`config.mk`:
```
export PLATFORM = sky130hd
export DESIGN_NAME = clint_flat
export DESIGN_NICKNAME = d
export VERILOG_FILES = /design/src/rtl/clint_pkg.sv /design/src/rtl/clint_if.sv /design/src/rtl/clint_prescaler.sv /design/src/rtl/clint.sv /design/src/flat_wrapper.sv
export SDC_FILE = /design/constraint.sdc
export NUM_CORES = 1
export LEC_CHECK = 0
export ABC_CLOCK_PERIOD_IN_PS = 9800
export BUFFER_PORTS_ARGS = -buffer_cell sky130_fd_sc_hd__buf_2
export CAP_MARGIN = 10
export CORE_UTILIZATION = 58
export CTS_CLUSTER_DIAMETER = 200
export DETAILED_ROUTE_END_ITERATION = 10
export PLACE_DENSITY = 0.86
export SLEW_MARGIN = 10
export SYNTH_ARGS = -nofsm -noshare
export SYNTH_HDL_FRONTEND = slang
export SYNTH_SLANG_ARGS = --single-unit
export TNS_END_PERCENT = 1
```
`constraint.sdc`:
```
create_clock -name clock -period 9.8 [get_ports clock]
set_input_delay 1.96 -clock clock [delete_from_list [all_inputs] [get_ports clock]]
set_output_delay 1.96 -clock clock [all_outputs]
set_load 0.05 [all_outputs]
```
`src/rtl/clint_pkg.sv`:
```
// rtl/clint_pkg.sv - shared register map, reset constants, bus FSM states and byte-merge helper for clint
//
// Contents:
//   *Offset        byte offsets of the six mapped registers
//   MtimecmpReset  reset value of mtimecmp (all ones, so no timer interrupt after reset)
//   bus_state_e    Wishbone slave FSM states
//   byte_merge     per-byte-enable merge of write data over a register word
package clint_pkg;

    localparam logic [4:0] MsipOffset       = 5'h00;
    localparam logic [4:0] SsipOffset       = 5'h04;
    localparam logic [4:0] MtimecmpLoOffset = 5'h08;
    localparam logic [4:0] MtimecmpHiOffset = 5'h0C;
    localparam logic [4:0] MtimeLoOffset    = 5'h10;
    localparam logic [4:0] MtimeHiOffset    = 5'h14;

    localparam logic [63:0] MtimecmpReset = 64'hFFFF_FFFF_FFFF_FFFF;

    typedef enum logic {
        Idle = 1'b0,
        Ack  = 1'b1
    } bus_state_e;

    function automatic logic [31:0] byte_merge(input logic [31:0] old_val,
                                               input logic [31:0] new_val,
                                               input logic [3:0]  sel);
        logic [31:0] merged;
        for (int i = 0; i < 4; i++) begin
            merged[8*i +: 8] = sel[i] ? new_val[8*i +: 8] : old_val[8*i +: 8];
        end
        return merged;
    endfunction

endpackage

```
`src/rtl/clint_if.sv`:
```
// rtl/clint_if.sv - Wishbone-classic 32-bit bus bundle between the data-memory master and clint
//
// Signals:
//   wb_cyc, wb_stb  request is cyc & stb
//   wb_we           1 = write, 0 = read
//   wb_addr[4:0]    byte offset, bits [1:0] ignored
//   wb_sel[3:0]     write byte enables
//   wb_dat_i[31:0]  write data (master -> slave)
//   wb_dat_o[31:0]  read data (slave -> master), valid while wb_ack
//   wb_ack          one-cycle acknowledge
interface clint_if;
    import clint_pkg::*;

    logic        wb_cyc;
    logic        wb_stb;
    logic        wb_we;
    logic [4:0]  wb_addr;
    logic [3:0]  wb_sel;
    logic [31:0] wb_dat_i;
    logic [31:0] wb_dat_o;
    logic        wb_ack;

    modport master (
        output wb_cyc, wb_stb, wb_we, wb_addr, wb_sel, wb_dat_i,
        input  wb_dat_o, wb_ack
    );

    modport slave (
        input  wb_cyc, wb_stb, wb_we, wb_addr, wb_sel, wb_dat_i,
        output wb_dat_o, wb_ack
    );

endinterface

```
`src/rtl/clint_prescaler.sv`:
```
// rtl/clint_prescaler.sv - free-running 0..CLOCK_CYCLES-1 counter producing the mtime increment tick
//
// Ports:
//   clock  system clock
//   reset  asynchronous, active-high; counter returns to 0
//   tick   high for the one cycle in which the counter sits at its terminal count
module clint_prescaler #(
    parameter int unsigned CLOCK_CYCLES = 1
) (
    input  logic clock,
    input  logic reset,
    output logic tick
);
    import clint_pkg::*;

    localparam int unsigned CW = (CLOCK_CYCLES > 1) ? $clog2(CLOCK_CYCLES) : 1;
    localparam logic [CW-1:0] Terminal = CW'(CLOCK_CYCLES - 1);

    logic [CW-1:0] count_q;
    logic [CW-1:0] count_d;

    // Tick is decoded from the registered count so mtime advances on the
    // same edge that wraps the counter; with CLOCK_CYCLES = 1 it is always high.
    always_comb begin
        tick    = (count_q == Terminal);
        count_d = tick ? '0 : count_q + 1'b1;
    end

    always_ff @(posedge clock or posedge reset) begin
        if (reset) begin
            count_q <= '0;
        end else begin
            count_q <= count_d;
        end
    end

endmodule

```
`src/rtl/clint.sv`:
```
// rtl/clint.sv - core-local interruptor: mtime/mtimecmp and msip/ssip behind a Wishbone-classic slave
//
// Ports:
//   clock, reset     system clock; asynchronous active-high reset
//   bus              clint_if.slave, 32-bit Wishbone-classic, registered ack
//   mem_msip         machine software-interrupt pending
//   mem_ssip         supervisor software-interrupt pending
//   mem_mtime        current mtime
//   mem_mtimecmp     current mtimecmp
module clint
    import clint_pkg::*;
#(
    parameter int unsigned CLOCK_CYCLES = 1
) (
    input  logic        clock,
    input  logic        reset,
    clint_if.slave      bus,
    output logic        mem_msip,
    output logic        mem_ssip,
    output logic [63:0] mem_mtime,
    output logic [63:0] mem_mtimecmp
);

    bus_state_e  state_q, state_d;
    logic        ack_q, ack_d;
    logic [31:0] dat_q, dat_d;
    logic        msip_q, msip_d;
    logic        ssip_q, ssip_d;
    logic [63:0] mtimecmp_q, mtimecmp_d;
    logic [63:0] mtime_q, mtime_d;

    logic        tick;
    logic        req;
    logic        wr;
    logic [4:0]  word_addr;
    logic [31:0] rdata;
    logic        unused_addr_bits;

    clint_prescaler #(
        .CLOCK_CYCLES(CLOCK_CYCLES)
    ) u_prescaler (
        .clock (clock),
        .reset (reset),
        .tick  (tick)
    );

    assign unused_addr_bits = ^bus.wb_addr[1:0];

    always_comb begin
        req       = bus.wb_cyc & bus.wb_stb;
        word_addr = {bus.wb_addr[4:2], 2'b00};
        // Requests are only taken in Idle; one held through Ack is sampled afresh.
        wr        = (state_q == Idle) & req & bus.wb_we;

        rdata = '0;
        case (word_addr)
            MsipOffset:       rdata = {31'b0, msip_q};
            SsipOffset:       rdata = {31'b0, ssip_q};
            MtimecmpLoOffset: rdata = mtimecmp_q[31:0];
            MtimecmpHiOffset: rdata = mtimecmp_q[63:32];
            MtimeLoOffset:    rdata = mtime_q[31:0];
            MtimeHiOffset:    rdata = mtime_q[63:32];
            default:          rdata = '0;
        endcase

        state_d = state_q;
        ack_d   = 1'b0;
        dat_d   = dat_q;
        case (state_q)
            Idle: begin
                if (req) begin
                    state_d = Ack;
                    ack_d   = 1'b1;
                    dat_d   = bus.wb_we ? 32'h0 : rdata;
                end
            end
            Ack: begin
                state_d = Idle;
            end
            default: begin
                state_d = Idle;
            end
        endcase

        msip_d     = msip_q;
        ssip_d     = ssip_q;
        mtimecmp_d = mtimecmp_q;
        mtime_d    = tick ? mtime_q + 64'd1 : mtime_q;

        if (wr) begin
            case (word_addr)
                MsipOffset: if (bus.wb_sel[0]) msip_d = bus.wb_dat_i[0];
                SsipOffset: if (bus.wb_sel[0]) ssip_d = bus.wb_dat_i[0];
                MtimecmpLoOffset:
                    mtimecmp_d[31:0]  = byte_merge(mtimecmp_q[31:0], bus.wb_dat_i, bus.wb_sel);
                MtimecmpHiOffset:
                    mtimecmp_d[63:32] = byte_merge(mtimecmp_q[63:32], bus.wb_dat_i, bus.wb_sel);
                // A write to either half overrides the increment entirely: the
                // other half keeps its old value, with no carry propagated into it.
                MtimeLoOffset:
                    mtime_d = {mtime_q[63:32], byte_merge(mtime_q[31:0], bus.wb_dat_i, bus.wb_sel)};
                MtimeHiOffset:
                    mtime_d = {byte_merge(mtime_q[63:32], bus.wb_dat_i, bus.wb_sel), mtime_q[31:0]};
                default: ;
            endcase
        end
    end

    always_ff @(posedge clock or posedge reset) begin
        if (reset) begin
            state_q    <= Idle;
            ack_q      <= 1'b0;
            dat_q      <= '0;
            msip_q     <= 1'b0;
            ssip_q     <= 1'b0;
            mtimecmp_q <= MtimecmpReset;
            mtime_q    <= '0;
        end else begin
            state_q    <= state_d;
            ack_q      <= ack_d;
            dat_q      <= dat_d;
            msip_q     <= msip_d;
            ssip_q     <= ssip_d;
            mtimecmp_q <= mtimecmp_d;
            mtime_q    <= mtime_d;
        end
    end

    assign bus.wb_ack   = ack_q;
    assign bus.wb_dat_o = dat_q;
    assign mem_msip     = msip_q;
    assign mem_ssip     = ssip_q;
    assign mem_mtime    = mtime_q;
    assign mem_mtimecmp = mtimecmp_q;

endmodule
```
`src/flat_wrapper.sv`:
```
// flat-port wrapper written by rule: the top's interface ports become plain ports
module clint_flat import clint_pkg::*;
#(
    parameter int unsigned CLOCK_CYCLES = 1
)
  (clock, reset, mem_msip, mem_ssip, mem_mtime, mem_mtimecmp, bus_wb_cyc, bus_wb_stb, bus_wb_we, bus_wb_addr, bus_wb_sel, bus_wb_dat_i, bus_wb_dat_o, bus_wb_ack);
  clint_if bus_i ();
  input  logic clock;
  input  logic reset;
  output logic mem_msip;
  output logic mem_ssip;
  output logic [63:0] mem_mtime;
  output logic [63:0] mem_mtimecmp;
  input wire logic [$bits(bus_i.wb_cyc)-1:0] bus_wb_cyc;
  input wire logic [$bits(bus_i.wb_stb)-1:0] bus_wb_stb;
  input wire logic [$bits(bus_i.wb_we)-1:0] bus_wb_we;
  input wire logic [$bits(bus_i.wb_addr)-1:0] bus_wb_addr;
  input wire logic [$bits(bus_i.wb_sel)-1:0] bus_wb_sel;
  input wire logic [$bits(bus_i.wb_dat_i)-1:0] bus_wb_dat_i;
  output wire logic [$bits(bus_i.wb_dat_o)-1:0] bus_wb_dat_o;
  output wire logic [$bits(bus_i.wb_ack)-1:0] bus_wb_ack;
  assign bus_i.wb_cyc = bus_wb_cyc;
  assign bus_i.wb_stb = bus_wb_stb;
  assign bus_i.wb_we = bus_wb_we;
  assign bus_i.wb_addr = bus_wb_addr;
  assign bus_i.wb_sel = bus_wb_sel;
  assign bus_i.wb_dat_i = bus_wb_dat_i;
  assign bus_wb_dat_o = bus_i.wb_dat_o;
  assign bus_wb_ack = bus_i.wb_ack;
  clint #(.CLOCK_CYCLES(CLOCK_CYCLES)) u_core (.clock(clock), .reset(reset), .bus(bus_i), .mem_msip(mem_msip), .mem_ssip(mem_ssip), .mem_mtime(mem_mtime), .mem_mtimecmp(mem_mtimecmp));
endmodule
```
### Word level (Yosys, flattened, before mapping)

Cells that the tools add are included.

* register bits: 165
* bits of input ports: 46
* output and inout port bits: 163
* word-level logic and storage cells: 76

* eq/ne operators: 15
* add/subtract/negate cells: 2
* bitwise logic cells: 4
* reduce and logical (&&, ||, !) cells: 20
* multiplexer cells: 13

Operators with widths (number)
* 32-bit one-hot mux with 6 select lines: 1
* 64-bit two-way mux: 2
* 64-bit one-hot mux with 2 select lines: 1
* 64-bit by 1-bit adder with 64-bit output, second input constant: 1
* 32-bit two-way mux: 1
* 8-bit two-way mux: 4
* 3-bit AND reduction: 10
* 3-bit != test, second input constant: 8
* 2-bit AND reduction: 9
* 3-bit by 2-bit equality test with 1-bit output, second input constant: 2
* 3-bit equality test, second input constant: 2
* 2-bit != test, second input constant: 2
* 1-bit bitwise AND: 3
* 3-bit by 1-bit equality test with 1-bit output, second input constant: 1
* 3-bit zero test: 1
* 1-bit two-way mux: 3
* 1-bit one-hot mux with 2 select lines: 1
* 1-bit adder, second input constant: 1
* 1-bit inverter: 1

### Logic depth before layout (Yosys ltp)

* word-level depth: 5
* gate-level depth with buffers: 10
* gate-level depth less buffers: 7

### Cells and area by module

From an unflattened synthesis, not the netlist that was laid out.

* cell total of the unflattened synthesis: 899
* area, all modules: 8762.2 µm²

By module, submodules not included
* clint: sequential area each 4159.0 µm², area an instance 8750.9 µm², cells each 897, times used 1
* clint_prescaler: sequential area each 0.0 µm², area an instance 11.3 µm², cells each 2, times used 1

### Worst setup path before layout

OpenSTA, ideal clock, no wires.

* path type: input to register
* from: in bus_wb_addr[3]
* to: reg u_core.mtimecmp_q[0], in the netlist u_core.mem_mtimecmp[0]
* buffers on the path: 3
* setup time: 0.082 ns
* stages on the path: 7
* slack: 6.081 ns
* data required time: 9.718 ns
* data arrival time: 3.637 ns
* cells stage by stage: clkbuf_1 nor2b_1 and2_1 clkbuf_1 clkbuf_1 nand3_1 mux2_2

* cells in the longest elaborated chain, start to end: 2

Ends and longest elaborated chain
* from (decl): line flat_wrapper.sv:17 `input wire logic [$bits(bus_i.wb_addr)-1:0] bus_wb_addr;`
* 3-bit by 2-bit equality test with 1-bit output: line clint.sv:91 `case (word_addr)`
* 3-bit AND reduction (no line)
* to (signal assigned): line clint.sv:116 `mtimecmp_q <= MtimecmpReset;`
* to (signal assigned): line clint.sv:124 `mtimecmp_q <= mtimecmp_d;`
* to (decl): line clint.sv:29 `logic [63:0] mtimecmp_q, mtimecmp_d;`

Every way passes these cells.
A chain may end at the register's enable or synchronous reset.

### Worst setup path after layout

* from: in bus_wb_cyc
* to: reg u_core.mtime_q[25], in the netlist u_core.mem_mtime[25]

* cells in the longest elaborated chain, start to end: 5
* elaborated cells between the ends (all ways): 7
* those cells by class: eq/ne (2); mux (1); bitwise (3); reduce/logical (1)

Ends and longest elaborated chain
* from (decl): line flat_wrapper.sv:14 `input wire logic [$bits(bus_i.wb_cyc)-1:0] bus_wb_cyc;`
* 1-bit bitwise AND *: line clint.sv:50 `req = bus.wb_cyc & bus.wb_stb;`
* 1-bit bitwise AND * (2 in a row): line clint.sv:53 `wr = (state_q == Idle) & req & bus.wb_we;`
* 3-bit != test (no line) or 2-bit != test (tied branches)
* 2-bit AND reduction (no line)
* to (signal assigned): line clint.sv:125 `mtime_q <= mtime_d;`
* to (decl): line clint.sv:30 `logic [63:0] mtime_q, mtime_d;`

Mark *: on every way between the ends. The rest lies on a longest branch, timed or not.

==> run_results.csv <==
group,metric,value,unit
sta,rsz0062_at_grt,"false",
finish,stdcell_count,1252,
critical_path,critical_path_class,"input port to register",
clock_network,clkSinkCount,163,
sta,setup_ws,5.77,ns
drt,via_per_inst,6.79,
floorplan,start_util,59.6,%
clock_network,cts_tree,"built",
clock_network,post_cts_buffers,0,
pwr,power.density,226,mW/mm²
sta,skew,0.00724,ns
clock_network,cts_root_buf,"clkbuf_16",
critical_path,crit_fanout,47,
grt,antenna_found_initial,0,
logic_synthesis,synthesis.area,0.00866,mm²
drt,first_pass_iters,6,
place,post-place-ws,5.45,ns
logic_synthesis,syn_avg_cell_area,9.81,µm²
grt,gr-usage-all-layers,35.9,%
logic_synthesis,synth_edf_count,0,
flow_run,cap_violations,0,
critical_path,start_kind,"input port",
floorplan,fp.dieH,124,µm
grt,grt.busiest_layer,"met2",
grt,use_met2,56.1,%
place,dp.cells,1220,
floorplan,num_rows,44,
drt,drc,0,
sta,hold_viol_final,0,
grt,grt_pass1_wl,41900,µm
critical_path,cp.arrival,4.35,ns
clock_network,clock_path_buffers,2,
logic_synthesis,synthArstFlopShare,100,%
floorplan,ios,209,
place,placed_area,0.00976,mm²
sta,fmax,248,MHz
logic_synthesis,yosys_warnings,0,
floorplan,core-area,0.0145,mm²
drt,vias,8506,
finish,layout-drive-gt1-share,36.0,%
clock_network,clock_latency,0.44,ns
pwr,leakage,0.00454,µW
sta,finalMaxSlewViolations,0,
drt,drt_iter0_drc,1164,
logic_synthesis,yosysSeqAreaShare,48.0,%
critical_path,cp.required,10.12,ns
place,post-dp-hpwl,17600,µm
floorplan,die_w,124,µm
logic_synthesis,synth_cell_type_count,59,
grt,grt_pass1_vias,7919,
finish,fin_nets,1102,
logic_synthesis,synthTopCellsByArea,"dfrtp_1, dfstp_2, mux2_2, o21ai_0, nand2_1",
logic_synthesis,ys_ff_latch,163,
critical_path,cp-end-kind,"register",
clock_network,cts_buffers,17,
pwr,p_total,2340,µW
outcome,status,"complete, no violations",
drt,drt.antenna.violating_nets,0,
grt,grt_max_degree,92,
pwr,ir_drop,0.145,mV
grt,met3_usage,7.65,%
place,port_buffers,206,
logic_synthesis,yosysTopAreaCell,"dfrtp_1",
logic_synthesis,synth_top_area_share,28.6,%
clock_network,clk_pin_slew_worst_paths,0.06,ns
clock_network,cts_resized,0,
sta,min_period,4.03,ns
sta,relSlewSlack,21.3,%
place,place_congestion,0.908,
logic_synthesis,synthCells,883,
sta,finalSetupTns,0,ns
finish,final_area,0.0103,mm²
clock_network,cts.htree.levels,4,
finish,diodes,0,
clock_network,postCtsHoldBufs,0,
logic_synthesis,syn-num-nets,930,
sta,fin_crit_sh,41.1,%
finish,area_delta_synth_final,19.2,%
sta,tightest_slew,1.18,ns
logic_synthesis,synth_flop_cell,"dfrtp_1",
grt,gr-total-overflow,0,
floorplan,die_area,0.0154,mm²
grt,grtUsageMet1,47.5,%
drt,wire_per_inst,21.7,µm
sta,setup_viol,0,
drt,wl,27200,µm
hold_path,hp-class,"register to register",
area by class of cell:
type | instances | area [µm²]
multi-input combinational | 644 | 4210
fill | 1144 | 4210
sequential | 163 | 4160
timing repair buffer | 216 | 1110
clock buffer | 21 | 450
tap | 184 | 230
clock inverter | 11 | 113
inverter | 13 | 53.8
routing by layer:
layer	part of all wire, %	vias to the layer above	wire, µm
met1	40	4147	10800
met2	47	566	12800
met4	2.9	0	780
li1	-	3708	-
met5	0	-	0
met3	10	85	2830
synthesized netlist by cell type (all sizes together), types with 10 or more instances:
master	count
o311ai	13
nand3	52
a32oi	12
nand4	20
a21oi	19
a221oi	31
and2	13
nor4	10
nor2	30
and3	14
dfstp	64
mux2	66
inv	13
nor3	15
a22o	36
o21ai	99
nand2	115
clkbuf	56
dfrtp	99
stage by stage:
step	utilization [%]	hold WS (ns)
after detailed placement	67.2	0.465
after floorplan	-	0.734
final	71.0	0.473
after global placement	67.2	0.455
after CTS	71.0	0.479
after global routing	71.0	0.510
report_power, final:
group	internal (µW)	leakage [µW]	switching (µW)
Clock	378	0.000272	272
Combinational	176	0.00234	539
Sequential	801	0.00193	172
sequential cells by signal, summed over array words and instances (netlist names):
| name | cells |
|---|---|
| u_core.mem_mtime | 64 |
| u_core.mem_mtimecmp | 64 |
| u_core.bus.wb_dat_o | 32 |
| u_core.bus.wb_ack | 1 |
| u_core.mem_msip | 1 |
| u_core.mem_ssip | 1 |
cell families after synthesis:
kind of cell	after synthesis	synth area share, %
fa+ha+maj	1	0.144
xor+xnor	8	0.809
simple gates	303	17.6
compound gates	260	20.8
buf+inv	76	3.40
flops	163	48.0
mux	72	9.28
layout by cell type, fill, tap and decap left out, types with 5 or more instances in the layout:
| master | n |
|---|---|
| buf_2 | 206 |
| nand2_1 | 115 |
| dfrtp_1 | 99 |
| o21ai_0 | 96 |
| mux2_2 | 66 |
| dfstp_2 | 64 |
| nand3_1 | 51 |
| a22o_1 | 36 |
| a221oi_1 | 31 |
| nor2_1 | 30 |
| nand4_1 | 20 |
| a21oi_1 | 19 |
| clkbuf_16 | 17 |
| nor3_1 | 15 |
| and3_1 | 14 |
| o311ai_0 | 13 |
| inv_1 | 12 |
| a32oi_1 | 12 |
| and2_1 | 11 |
| buf_4 | 10 |
| o211ai_1 | 9 |
| and4_1 | 9 |
| nor4_1 | 8 |
| a31oi_1 | 8 |
| xor2_1 | 7 |
| mux2i_1 | 6 |
| a41oi_1 | 6 |
| clkinv_2 | 6 |
| a221o_1 | 5 |
| or3_1 | 5 |
| a21o_1 | 5 |
critical path: stages:
cell and delay [ns]:
buf_2 0.08, and4b_1 0.42, nand2_1 0.09, buf_4 0.30, a21oi_1 0.72, nor2_1 0.33, a221o_1 0.42
path summary, 6_finish.rpt:
kind                                                      from                                   to  slack (ns)  cells past startpoint
min in group asynchronous                                reset  u_core.bus.wb_dat_o[14]$_DFFE_PP0N_        1.68                      2
setup / recovery                                    bus_wb_cyc     u_core.mem_mtime[25]$_DFFE_PP0P_        5.77                      7
hold reg to reg            u_core.bus.wb_dat_o[22]$_DFFE_PP0N_  u_core.bus.wb_dat_o[22]$_DFFE_PP0N_        0.47                      2
max in group asynchronous                                reset     u_core.mem_mtime[60]$_DFFE_PP0P_        6.65                      3
hold / removal             u_core.bus.wb_dat_o[22]$_DFFE_PP0N_  u_core.bus.wb_dat_o[22]$_DFFE_PP0N_        0.47                      2
setup reg to reg               u_core.mem_mtime[6]$_DFFE_PP0P_     u_core.mem_mtime[53]$_DFFE_PP0P_        6.48                      6
No activity file was read; power rests on OpenSTA's default activity.
